`config.mk`:
```
export PLATFORM = sky130hd
export DESIGN_NAME = alu_divider
export DESIGN_NICKNAME = d
export VERILOG_FILES = /design/src/rtl/alu_pkg.sv /design/src/rtl/alu_div_step.sv /design/src/rtl/alu_divider.sv
export SDC_FILE = /design/constraint.sdc
export NUM_CORES = 1
export LEC_CHECK = 0
export ABC_AREA = 1
export BUFFER_PORTS_ARGS = -buffer_cell sky130_fd_sc_hd__buf_4
export CAP_MARGIN = 0
export CORE_MARGIN = 2
export CORE_UTILIZATION = 53
export CTS_BUF_LIST = sky130_fd_sc_hd__clkbuf_4 sky130_fd_sc_hd__clkbuf_8
export DETAILED_ROUTE_END_ITERATION = 16
export PLACE_DENSITY = 0.75
export SYNTH_ARGS = -nofsm -noshare
export SYNTH_HDL_FRONTEND = slang
export SYNTH_HIERARCHICAL = 1
export SYNTH_SLANG_ARGS = --single-unit
export TNS_END_PERCENT = 50
```
`constraint.sdc`:
```
create_clock -name clk -period 2.6 [get_ports clk]
set_input_delay 0.52 -clock clk [delete_from_list [all_inputs] [get_ports clk]]
set_output_delay 0.52 -clock clk [all_outputs]
set_load 0.01 [all_outputs]
```
`src/rtl/alu_pkg.sv`:
```
// Shared ALU types: opcodes for the datapath and the divider FSM state encoding.
package alu_pkg;

  typedef enum logic [1:0] {
    ADD = 2'd0,
    SUB = 2'd1,
    MUL = 2'd2,
    DIV = 2'd3
  } opcode_t;

  typedef enum logic [1:0] {
    IDLE = 2'd0,
    BUSY = 2'd1,
    DONE = 2'd2
  } div_state_t;

endpackage

```
`src/rtl/alu_div_step.sv`:
```
// One combinational restoring-division step: shift in one dividend bit, then
// subtract the divisor when it fits.
module alu_div_step #(
  parameter int DIN_W = 8
) (
  input  logic [DIN_W-1:0] r_i,
  input  logic             bit_i,
  input  logic [DIN_W-1:0] divisor_i,
  output logic [DIN_W-1:0] r_o,
  output logic             q_o
);

  logic [DIN_W:0] r_sh;
  logic [DIN_W:0] r_sub;

  // The incoming R is always below the divisor, so the shifted value fits
  // DIN_W+1 bits and the restored result fits back into DIN_W bits.
  assign r_sh  = {r_i, bit_i};
  assign r_sub = r_sh - {1'b0, divisor_i};
  assign q_o   = (r_sh >= {1'b0, divisor_i});
  assign r_o   = q_o ? r_sub[DIN_W-1:0] : r_sh[DIN_W-1:0];

endmodule

```
`src/rtl/alu_divider.sv`:
```
// Iterative restoring divider: DOUT_W-bit dividend / DIN_W-bit divisor, one
// quotient bit per cycle, valid/ready handshake, errors resolved at accept.
module alu_divider
  import alu_pkg::*;
#(
  parameter int DIN_W  = 8,
  parameter int DOUT_W = 2*DIN_W
) (
  input  logic              clk,
  input  logic              rst,
  input  logic [DOUT_W-1:0] dividend_i,
  input  logic [DIN_W-1:0]  divisor_i,
  input  logic              op_valid_i,
  output logic              ready_o,
  output logic [DIN_W-1:0]  quotient_o,
  output logic [DIN_W-1:0]  remainder_o,
  output logic              div_by_zero_o,
  output logic              overflow_o,
  output logic              data_valid
);

  localparam int CW = $clog2(DIN_W+1);
  localparam logic [CW-1:0] LAST = CW'(DIN_W-1);

  div_state_t       state_q;
  logic [DIN_W-1:0] r_q, lo_q, div_q, quo_sh_q;
  logic [CW-1:0]    cnt_q;
  logic [DIN_W-1:0] quo_q, rem_q;
  logic             dbz_q, ovf_q, dv_q;

  logic [DIN_W-1:0] r_d;
  logic             qbit_d;
  logic [DIN_W-1:0] hi_w;

  assign hi_w = dividend_i[DOUT_W-1:DIN_W];

  alu_div_step #(.DIN_W(DIN_W)) u_step (
    .r_i       (r_q),
    .bit_i     (lo_q[DIN_W-1]),
    .divisor_i (div_q),
    .r_o       (r_d),
    .q_o       (qbit_d)
  );

  always_ff @(posedge clk) begin
    if (rst) begin
      state_q  <= IDLE;
      r_q      <= '0;
      lo_q     <= '0;
      div_q    <= '0;
      quo_sh_q <= '0;
      cnt_q    <= '0;
      quo_q    <= '0;
      rem_q    <= '0;
      dbz_q    <= 1'b0;
      ovf_q    <= 1'b0;
      dv_q     <= 1'b0;
    end else begin
      dv_q <= 1'b0;
      case (state_q)
        IDLE: if (op_valid_i) begin
          div_q    <= divisor_i;
          r_q      <= hi_w;
          lo_q     <= dividend_i[DIN_W-1:0];
          quo_sh_q <= '0;
          cnt_q    <= '0;
          if (divisor_i == '0) begin
            state_q <= DONE;
            dv_q    <= 1'b1;
            quo_q   <= '1;
            rem_q   <= dividend_i[DIN_W-1:0];
            dbz_q   <= 1'b1;
            ovf_q   <= 1'b0;
          end else if (hi_w >= divisor_i) begin
            // Quotient would need more than DIN_W bits.
            state_q <= DONE;
            dv_q    <= 1'b1;
            quo_q   <= '1;
            rem_q   <= '0;
            dbz_q   <= 1'b0;
            ovf_q   <= 1'b1;
          end else begin
            state_q <= BUSY;
          end
        end
        BUSY: begin
          r_q      <= r_d;
          lo_q     <= {lo_q[DIN_W-2:0], 1'b0};
          quo_sh_q <= {quo_sh_q[DIN_W-2:0], qbit_d};
          cnt_q    <= cnt_q + 1'b1;
          if (cnt_q == LAST) begin
            state_q <= DONE;
            dv_q    <= 1'b1;
            quo_q   <= {quo_sh_q[DIN_W-2:0], qbit_d};
            rem_q   <= r_d;
            dbz_q   <= 1'b0;
            ovf_q   <= 1'b0;
          end
        end
        DONE:    state_q <= IDLE;
        default: state_q <= IDLE;
      endcase
    end
  end

  assign ready_o       = (state_q == IDLE);
  assign quotient_o    = quo_q;
  assign remainder_o   = rem_q;
  assign div_by_zero_o = dbz_q;
  assign overflow_o    = ovf_q;
  assign data_valid    = dv_q;

endmodule

```
==> results of run 1 <==
==> sequential cells by signal (all words and copies together) (netlist names) <==
register,flops
cnt_q,4
lo_q,8
div_q,8
r_q,8
remainder_o,8
data_valid,1
quotient_o,8
quo_sh_q,7
div_by_zero_o,1
overflow_o,1
state_q,2
==> metal layers <==
layer / wire (µm) / global-route usage, %
met5: 0 / 0
met4: 91 / 5.72
met3: 428 / 3.17
met2: 3590 / 37.1
met1: 3720 / 33.2
==> Yosys cell counts, drive strengths merged <==
master,n,area (µm²)
dfxtp,56,1120
a31oi,14,87.6
nor3,1,10.0
nand2,123,538
ha,17,213
xnor2,2,17.5
fa,1,20.0
inv,86,323
nand4,9,56.3
o21ai,21,105
clkbuf,3,11.3
nor2,58,278
nand3,28,150
buf,16,136
or2,2,17.5
clkinv,2,7.51
xor2,1,8.76
a21oi,43,215
a22oi,7,52.6
==> critical path: cells and delay by family (launching register included) <==
kind	cells	cell delay, ns
compound gates	1	0.06
buf+inv	3	0.20
flops	1	0.37
fa+ha+maj	2	0.61
xor+xnor	1	0.22
simple gates	8	0.71
==> how the worst min path moves through the flow <==
stage	endpoint	cells past startpoint
CTS	quotient_o[1]$_SDFFE_PP0P_	2
floorplan	lo_q[0]$_SDFFE_PP0P_	2
global placement	quotient_o[2]$_SDFFE_PP0P_	2
detailed placement	quotient_o[1]$_SDFFE_PP0P_	2
finish	quotient_o[2]$_SDFFE_PP0P_	2
global route	quotient_o[3]$_SDFFE_PP0P_	2
==> kinds of logic (layout without fill, tap and decap cells) <==
group	Yosys count	in the layout
AO/OA/AOI/OAI	85	85
XOR/XNOR	3	3
AND/OR/NAND/NOR	221	221
adder cells (fa/ha/maj)	18	18
flip-flops	56	56
buffers and inverters	107	145
==> where the power goes <==
part	internal [mW]	switching (mW)
Sequential	0.948	0.0653
Combinational	0.382	0.626
Clock	0.194	0.294
==> final cells by class <==
cell class                 count  area (µm²)
clock inverter                 3        22.5
fill                         586        2460
clock buffer                   5        68.8
inverter                      88         330
timing repair buffer          49         368
tap                           77        96.3
sequential                    56        1120
multi-input combinational    327        1770
==> impl_metrics.json, run 1 <==
{
  "cpMaxStageDelayCell": "fa_1",
  "drtAntennaViolNets": 0,
  "cts_buffer_depth": 2,
  "layout_setup_ws_ns": 0.391,
  "layout.cells.non_filler": 605,
  "dp.final_hpwl_mm": 5.85,
  "start_kind": "register",
  "wire_per_inst_um": 12.9,
  "total_power_mw": 2.51,
  "tightest_slew_ns": 0.465,
  "slew_violations": 0,
  "grt_pass1_vias": 2796,
  "synth_top_family_by_area": "simple AND/OR/NAND/NOR gates",
  "synth_xor_area_share_pct": 0.780,
  "rsz0062_at_grt": "no",
  "synth_compound_area_share_pct": 13.7,
  "cpPeakStageDelay_ns": 0.41,
  "netlist_area_um2": 3370,
  "yosysWarnings": 6,
  "clkTransAtPathRegs_ns": 0.10,
  "postSynthCellCount": 490,
  "htreeDepth": 2,
  "synth.distinct_cells": 31,
  "synth_area_per_cell_um2": 6.87,
  "p_per_area_nw_per_um2": 664,
  "post_cts_resized": 0,
  "place_inst": 597,
  "worstRegToRegCells": 15,
  "port_buffers": 46,
  "grt_use_total_pct": 23.2,
  "hold_ws_ns": 0.450,
  "num_io_pins": 47,
  "ys_seq_area_share_pct": 33.3,
  "die_w_um": 83.7,
  "drc": 0,
  "reg2reg_slack_ns": 0.39,
  "startpoint": "lo_q[7]$_SDFFE_PP0P_",
  "slew_headroom_pct": 68.9,
  "post_dp_cell_area_um2": 3680,
  "final_net_count": 572,
  "synth_nets": 535,
  "postCtsSetupRepairBufs": 0,
  "r2r-end": "remainder_o[4]$_SDFFE_PP0P_",
  "outcome": "finished clean",
  "drive_gt1_share_pct": 18.2,
  "cp_max_fo": 3,
  "clockRootBuffer": "clkbuf_8",
  "drtIter0Drc": 206,
  "vias": 3063,
  "vdd_ir_drop_max_uv": 398,
  "final_core_util_pct": 60.5,
  "die_area_um2": 7010,
  "grt_max_degree": 38,
  "setup_violations": 0,
  "dr.pass1.iters": 5,
  "layout_commonest_cell": "nand2_1",
  "post_drt_via_cell_ratio": 5.06,
  "synthAdderAreaFrac_pct": 6.91,
  "hold_start": "quotient_o[2]$_SDFFE_PP0P_",
  "routed_wl_mm": 7.83,
  "clk_latency_ns": 0.31,
  "r2r_start": "lo_q[7]$_SDFFE_PP0P_",
  "final_area_um2": 3780,
  "finalCriticalPeriod_ns": 2.21,
  "min_path_type": "reg -> reg",
  "coreArea_um2": 6240,
  "rows": 29,
  "cap_violations": 0,
  "cts_buffers": 5,
  "overflow": 0,
  "cts_tree": "done",
  "die_h_um": 83.7,
  "grt_pass1_wl_mm": 13.3,
  "cts.sinks": 56,
  "synth.area.mux_share_pct": 0,
  "synth-simple-area-share_pct": 31.2,
  "required_ns": 2.85,
  "synth-seq-cells": 56,
  "clock.fmax_mhz": 453,
  "crit_chain": "inv_1 > ha_1 > fa_1 > inv_1 > nand3_1 > nand3_1 > xor2_1 > nand2_2 > nand2_1 > inv_1 > nor2_1 > a21oi_1 > nand3_1 > nand2_1 > nor2_1",
  "area_growth_pct": 12.1,
  "antenna_cells": 0,
  "crit_path_end_kind": "register",
  "crit_type": "reg -> reg",
  "place_congestion": 0.877,
  "mostFrequentLayoutCells": "nand2_1 (104), inv_1 (81), dfxtp_1 (56), buf_4 (49), nor2_1 (48)",
  "final-hold-violation-count": 0,
  "cts_hold_buffers": 0,
  "antenna_found_initial": 0,
  "crit_end": "remainder_o[4]$_SDFFE_PP0P_",
  "start_util_pct": 54.0,
  "leakagePower_nw": 1.83,
  "setup-tns-final_ns": 0,
  "period_share_pct": 85.0,
  "dp_slack_ns": 0.358,
  "cp.arrival_ns": 2.46,
  "skew_ns": 0.00334
}
Power figures use the tool's default switching activity.
==> inputs of run 2 (changes only) <==
==> constraint.sdc (replaced) <==
create_clock -name clk -period 2.25 [get_ports clk]
set_input_delay 0.45 -clock clk [delete_from_list [all_inputs] [get_ports clk]]
set_output_delay 0.45 -clock clk [all_outputs]
set_load 0.01 [all_outputs]
==> impl_metrics.json, run 2 (synthesized netlist as in run 1, its figures left out) <==
{
  "outcome": "finished clean",
  "post_dp_cell_area_um2": 3720,
  "setup-tns-final_ns": 0,
  "final_net_count": 585,
  "seq_area_um2": 1120,
  "coreArea_um2": 6240,
  "switching_share_pct": 39.8,
  "overflow": 0,
  "htreeDepth": 2,
  "clockRootBuffer": "clkbuf_8",
  "p_seq_share_pct": 38.3,
  "grt_use_total_pct": 22.5,
  "cp.arrival_ns": 2.34,
  "die_area_um2": 7010,
  "min_path_type": "in -> reg",
  "start_util_pct": 54.0,
  "p_switching_mw": 1.22,
  "rows": 29,
  "vias": 3159,
  "multiInputGateArea_um2": 1850,
  "drtAntennaViolNets": 0,
  "crit_path_end_kind": "register",
  "place_inst": 602,
  "skew_ns": 0.0118,
  "r2r_start": "lo_q[7]$_SDFFE_PP0P_",
  "p_per_area_nw_per_um2": 775,
  "clk_latency_ns": 0.32,
  "layout.cells.non_filler": 618,
  "mostFrequentLayoutCells": "nand2_1 (104), inv_1 (81), buf_4 (61), dfxtp_1 (55), nor2_1 (45)",
  "place_congestion": 0.944,
  "cap_violations": 0,
  "grt_max_degree": 28,
  "vdd_ir_drop_max_uv": 394,
  "clock.fmax_mhz": 478,
  "dr.pass1.iters": 5,
  "dp.final_hpwl_mm": 5.86,
  "drc": 0,
  "tightest_slew_ns": 0.431,
  "final_core_util_pct": 63.3,
  "cp_max_fo": 3,
  "final_area_um2": 3950,
  "startpoint": "lo_q[7]$_SDFFE_PP0P_",
  "hold_start": "divisor_i[0]",
  "fillers": 574,
  "slew_violations": 0,
  "cts_buffers": 5,
  "cpPeakStageDelay_ns": 0.40,
  "cpMaxStageDelayCell": "fa_2",
  "cts_tree": "done",
  "port_buffers": 46,
  "crit_type": "reg -> reg",
  "layout_commonest_cell": "nand2_1",
  "antenna_found_initial": 0,
  "setup_violations": 0,
  "critPathMostFrequentCell": "inv_1",
  "routed_wl_mm": 8.08,
  "dp_slack_ns": 0.0613,
  "die_w_um": 83.7,
  "cts_buffer_depth": 2,
  "p_int_mw": 1.84,
  "cts.sinks": 56,
  "period_share_pct": 93.0,
  "area_growth_pct": 17.3,
  "start_kind": "register",
  "pwr-share-comb_pct": 42.7,
  "post_drt_via_cell_ratio": 5.11,
  "num_io_pins": 47,
  "layout_setup_ws_ns": 0.158,
  "slew_headroom_pct": 71.2,
  "wire_per_inst_um": 13.1,
  "crit_chain": "inv_1 > ha_2 > fa_2 > inv_1 > nand3_1 > nand3_2 > xor2_2 > nand2_2 > nand2_1 > inv_1 > nor2_2 > buf_4 > inv_1 > a31oi_1",
  "drtIter0Drc": 198,
  "required_ns": 2.50,
  "antenna_cells": 0,
  "leakagePower_nw": 1.89,
  "total_power_mw": 3.06,
  "grt_pass1_vias": 2812,
  "clkTransAtPathRegs_ns": 0.11,
  "final-hold-violation-count": 0,
  "drive_gt1_share_pct": 22.4,
  "die_h_um": 83.7,
  "cts_hold_buffers": 0,
  "finalCriticalPeriod_ns": 2.09,
  "p_clk_share_pct": 19.0,
  "grt_pass1_wl_mm": 13.0,
  "critPathTopFamily": "adder cells",
  "critPathBufInv": 5,
  "hold_ws_ns": 0.403
}
## run 2: power by group through the flow
stage          logic (mW)  clock network, mW  registers (mW)
6_report             1.31              0.580            1.17
3_3_place_gp         1.16                  0            1.18
5_1_grt              1.44              0.632            1.19
4_1_cts              1.19              0.594            1.17
2_1_floorplan       0.904                  0            1.19
3_5_place_dp         1.17                  0            1.19
## run 2: path summary, 6_finish.rpt
path	to	slack, ns	cells after the start
hold / removal	div_q[0]$_SDFFE_PP0P_	0.40	3
setup reg to reg	r_q[4]$_SDFFE_PP0P_	0.16	14
setup / recovery	r_q[4]$_SDFFE_PP0P_	0.16	14
hold reg to reg	quotient_o[0]$_SDFFE_PP0P_	0.45	2
## run 2: worst reg2reg max path, stage by stage, from the launching register on
cell and delay (ns):
dfxtp_2 0.36, inv_1 0.05, ha_2 0.19, fa_2 0.40, inv_1 0.09, nand3_1 0.09, nand3_2 0.09, xor2_2 0.16
nand2_2 0.06, nand2_1 0.09, inv_1 0.06, nor2_2 0.11, buf_4 0.13, inv_1 0.03, a31oi_1 0.14
## run 2: layer usage
metal  up-vias  part of all wire (%)  GRT usage [%]
li1       1645                     -              -
met1      1400                    46           30.6
met2        99                    46           36.4
met3        15                   5.3           3.76
met4         0                   2.1           7.18
met5         -                     0              0
## run 2: repair_timing
action | in CTS | in global routing
gates resized for setup | 0 | 13
buffers inserted | 0 | 7
hold endpoints to repair | 0 | 0
endpoints found under the setup margin | 0 | 5
## run 2: layout make-up
cell class	instances	share of cell area (%)
multi-input cells	328	46.8
clock inverters	3	0.633
well taps	77	2.44
inverters	88	8.36
clock buffers	5	1.74
flip-flops and latches	56	28.4
repair buffers	61	11.6
==> inputs of run 3 (changes only) <==
==> constraint.sdc (replaced) <==
create_clock -name clk -period 2.25 [get_ports clk]
set_input_delay 0.225 -clock clk [delete_from_list [all_inputs] [get_ports clk]]
set_output_delay 0.225 -clock clk [all_outputs]
set_load 0.01 [all_outputs]
==> impl_metrics.json, run 3 (synthesized netlist as in run 1, its figures left out) <==
{
  "finalCriticalPeriod_ns": 2.07,
  "htreeDepth": 2,
  "dp.final_hpwl_mm": 5.85,
  "grt_pass1_wl_mm": 13.2,
  "total_power_mw": 2.98,
  "critPathMostFrequentCell": "nand2_2",
  "rsz0062_at_grt": "no",
  "layout_commonest_cell": "nand2_1",
  "cp.arrival_ns": 2.33,
  "clock.fmax_mhz": 482,
  "final_net_count": 576,
  "vdd_ir_drop_max_uv": 525,
  "wire_per_inst_um": 12.7,
  "clockRootBuffer": "clkbuf_8",
  "p_per_area_nw_per_um2": 773,
  "grt_max_degree": 38,
  "cpMaxStageDelayCell": "ha_1",
  "cpPeakStageDelay_ns": 0.39,
  "die_area_um2": 7010,
  "start_util_pct": 54.0,
  "post_drt_via_cell_ratio": 5.13,
  "antenna_found_initial": 0,
  "start_kind": "register",
  "slew_violations": 0,
  "rows": 29,
  "coreArea_um2": 6240,
  "die_h_um": 83.7,
  "grt_pass1_vias": 2893,
  "vias": 3125,
  "min_path_type": "in -> reg",
  "critPathTopFamily": "simple AND/OR/NAND/NOR gates",
  "clk_latency_ns": 0.31,
  "required_ns": 2.51,
  "routed_wl_mm": 7.71,
  "critPathBufInv": 1,
  "drc": 0,
  "final_core_util_pct": 61.7,
  "die_w_um": 83.7,
  "skew_ns": 0.00533,
  "setup_violations": 0,
  "cts_buffers": 5,
  "num_io_pins": 47,
  "final-hold-violation-count": 0,
  "crit_type": "reg -> reg",
  "mostFrequentLayoutCells": "nand2_1 (104), inv_1 (81), dfxtp_1 (55), buf_4 (52)",
  "grt_use_total_pct": 22.7,
  "slew_headroom_pct": 70.8,
  "period_share_pct": 92.2,
  "port_buffers": 46,
  "drtIter0Drc": 144,
  "crit_path_end_kind": "register",
  "cts_tree": "done",
  "antenna_cells": 0,
  "area_growth_pct": 14.3,
  "setup-tns-final_ns": 0,
  "clkTransAtPathRegs_ns": 0.11,
  "cts.sinks": 56,
  "crit_chain": "ha_1 > nand2_2 > nor2_2 > nand2_2 > nor2_4 > nor2_4 > nand2_8 > nand2_2 > nand2_1 > inv_1 > nor2_2 > a21oi_1 > nand3_1 > nand2_1 > nor2_1",
  "drtAntennaViolNets": 0,
  "outcome": "finished clean",
  "cts_buffer_depth": 2,
  "leakagePower_nw": 1.85,
  "overflow": 0,
  "tightest_slew_ns": 0.437,
  "dr.pass1.iters": 5,
  "cap_violations": 0,
  "place_congestion": 0.939,
  "cp_max_fo": 10,
  "drive_gt1_share_pct": 20.7
}
run 3: final timing paths:
check / from / end / slack [ns] / depth (start not counted)
max: r_q[4]$_SDFFE_PP0P_ / remainder_o[5]$_SDFFE_PP0P_ / 0.18 / 15
min: divisor_i[0] / div_q[0]$_SDFFE_PP0P_ / 0.18 / 3
max reg2reg: r_q[4]$_SDFFE_PP0P_ / remainder_o[5]$_SDFFE_PP0P_ / 0.18 / 15
min reg2reg: quotient_o[3]$_SDFFE_PP0P_ / quotient_o[3]$_SDFFE_PP0P_ / 0.45 / 2
run 3: worst reg2reg max path, cell delays in order (launching register included):
cell     delay (ns)
dfxtp_1        0.37
ha_1           0.39
nand2_2        0.09
nor2_2         0.14
nand2_2        0.08
nor2_4         0.13
nor2_4         0.09
nand2_8        0.11
nand2_2        0.05
nand2_1        0.06
inv_1          0.06
nor2_2         0.17
a21oi_1        0.06
nand3_1        0.09
nand2_1        0.06
nor2_1         0.09
run 3: layout make-up:
type                    count  area [µm²]
repair buffers             52         390
well taps                  77        96.3
inverters                  88         330
clock inverters             3        27.5
flip-flops and latches     56        1120
fillers                   562        2390
clock buffers               5        68.8
multi-input cells         328        1820
run 3: what timing repair did:
action / in CTS / in global routing
setup endpoints to repair: 1 / 8
gates cloned: 0 / 1
gates resized for setup: 1 / 10
pin swaps: 0 / 3
setup buffers: 0 / 0
hold buffers: 0 / 0
run 3: routing by layer:
layer / track usage, % / vias up / part of all wire (%)
met5: 0 / - / 0
met4: 6.01 / 0 / 1.5
met3: 2.87 / 10 / 5.0
met2: 36.9 / 91 / 46
met1: 31.9 / 1398 / 47
li1: - / 1626 / -
run 3: where the power goes:
part / total, mW / switching [mW] / internal, mW
sequential: 1.17 / 0.0722 / 1.10
clock: 0.582 / 0.352 / 0.229
combinational: 1.23 / 0.758 / 0.468
total: 2.98 / 1.18 / 1.79
run 3: stage by stage:
stage               hold slack (ns)  instances  setup WS, ns  area, µm²
floorplan                     0.360        490         0.372       3370
global placement              0.437        600        0.0563       3710
CTS                           0.169        608       0.00259       3810
finish                        0.177        609         0.176       3850
detailed placement            0.440        600        0.0208       3710
global route                  0.183        609       0.00754       3850
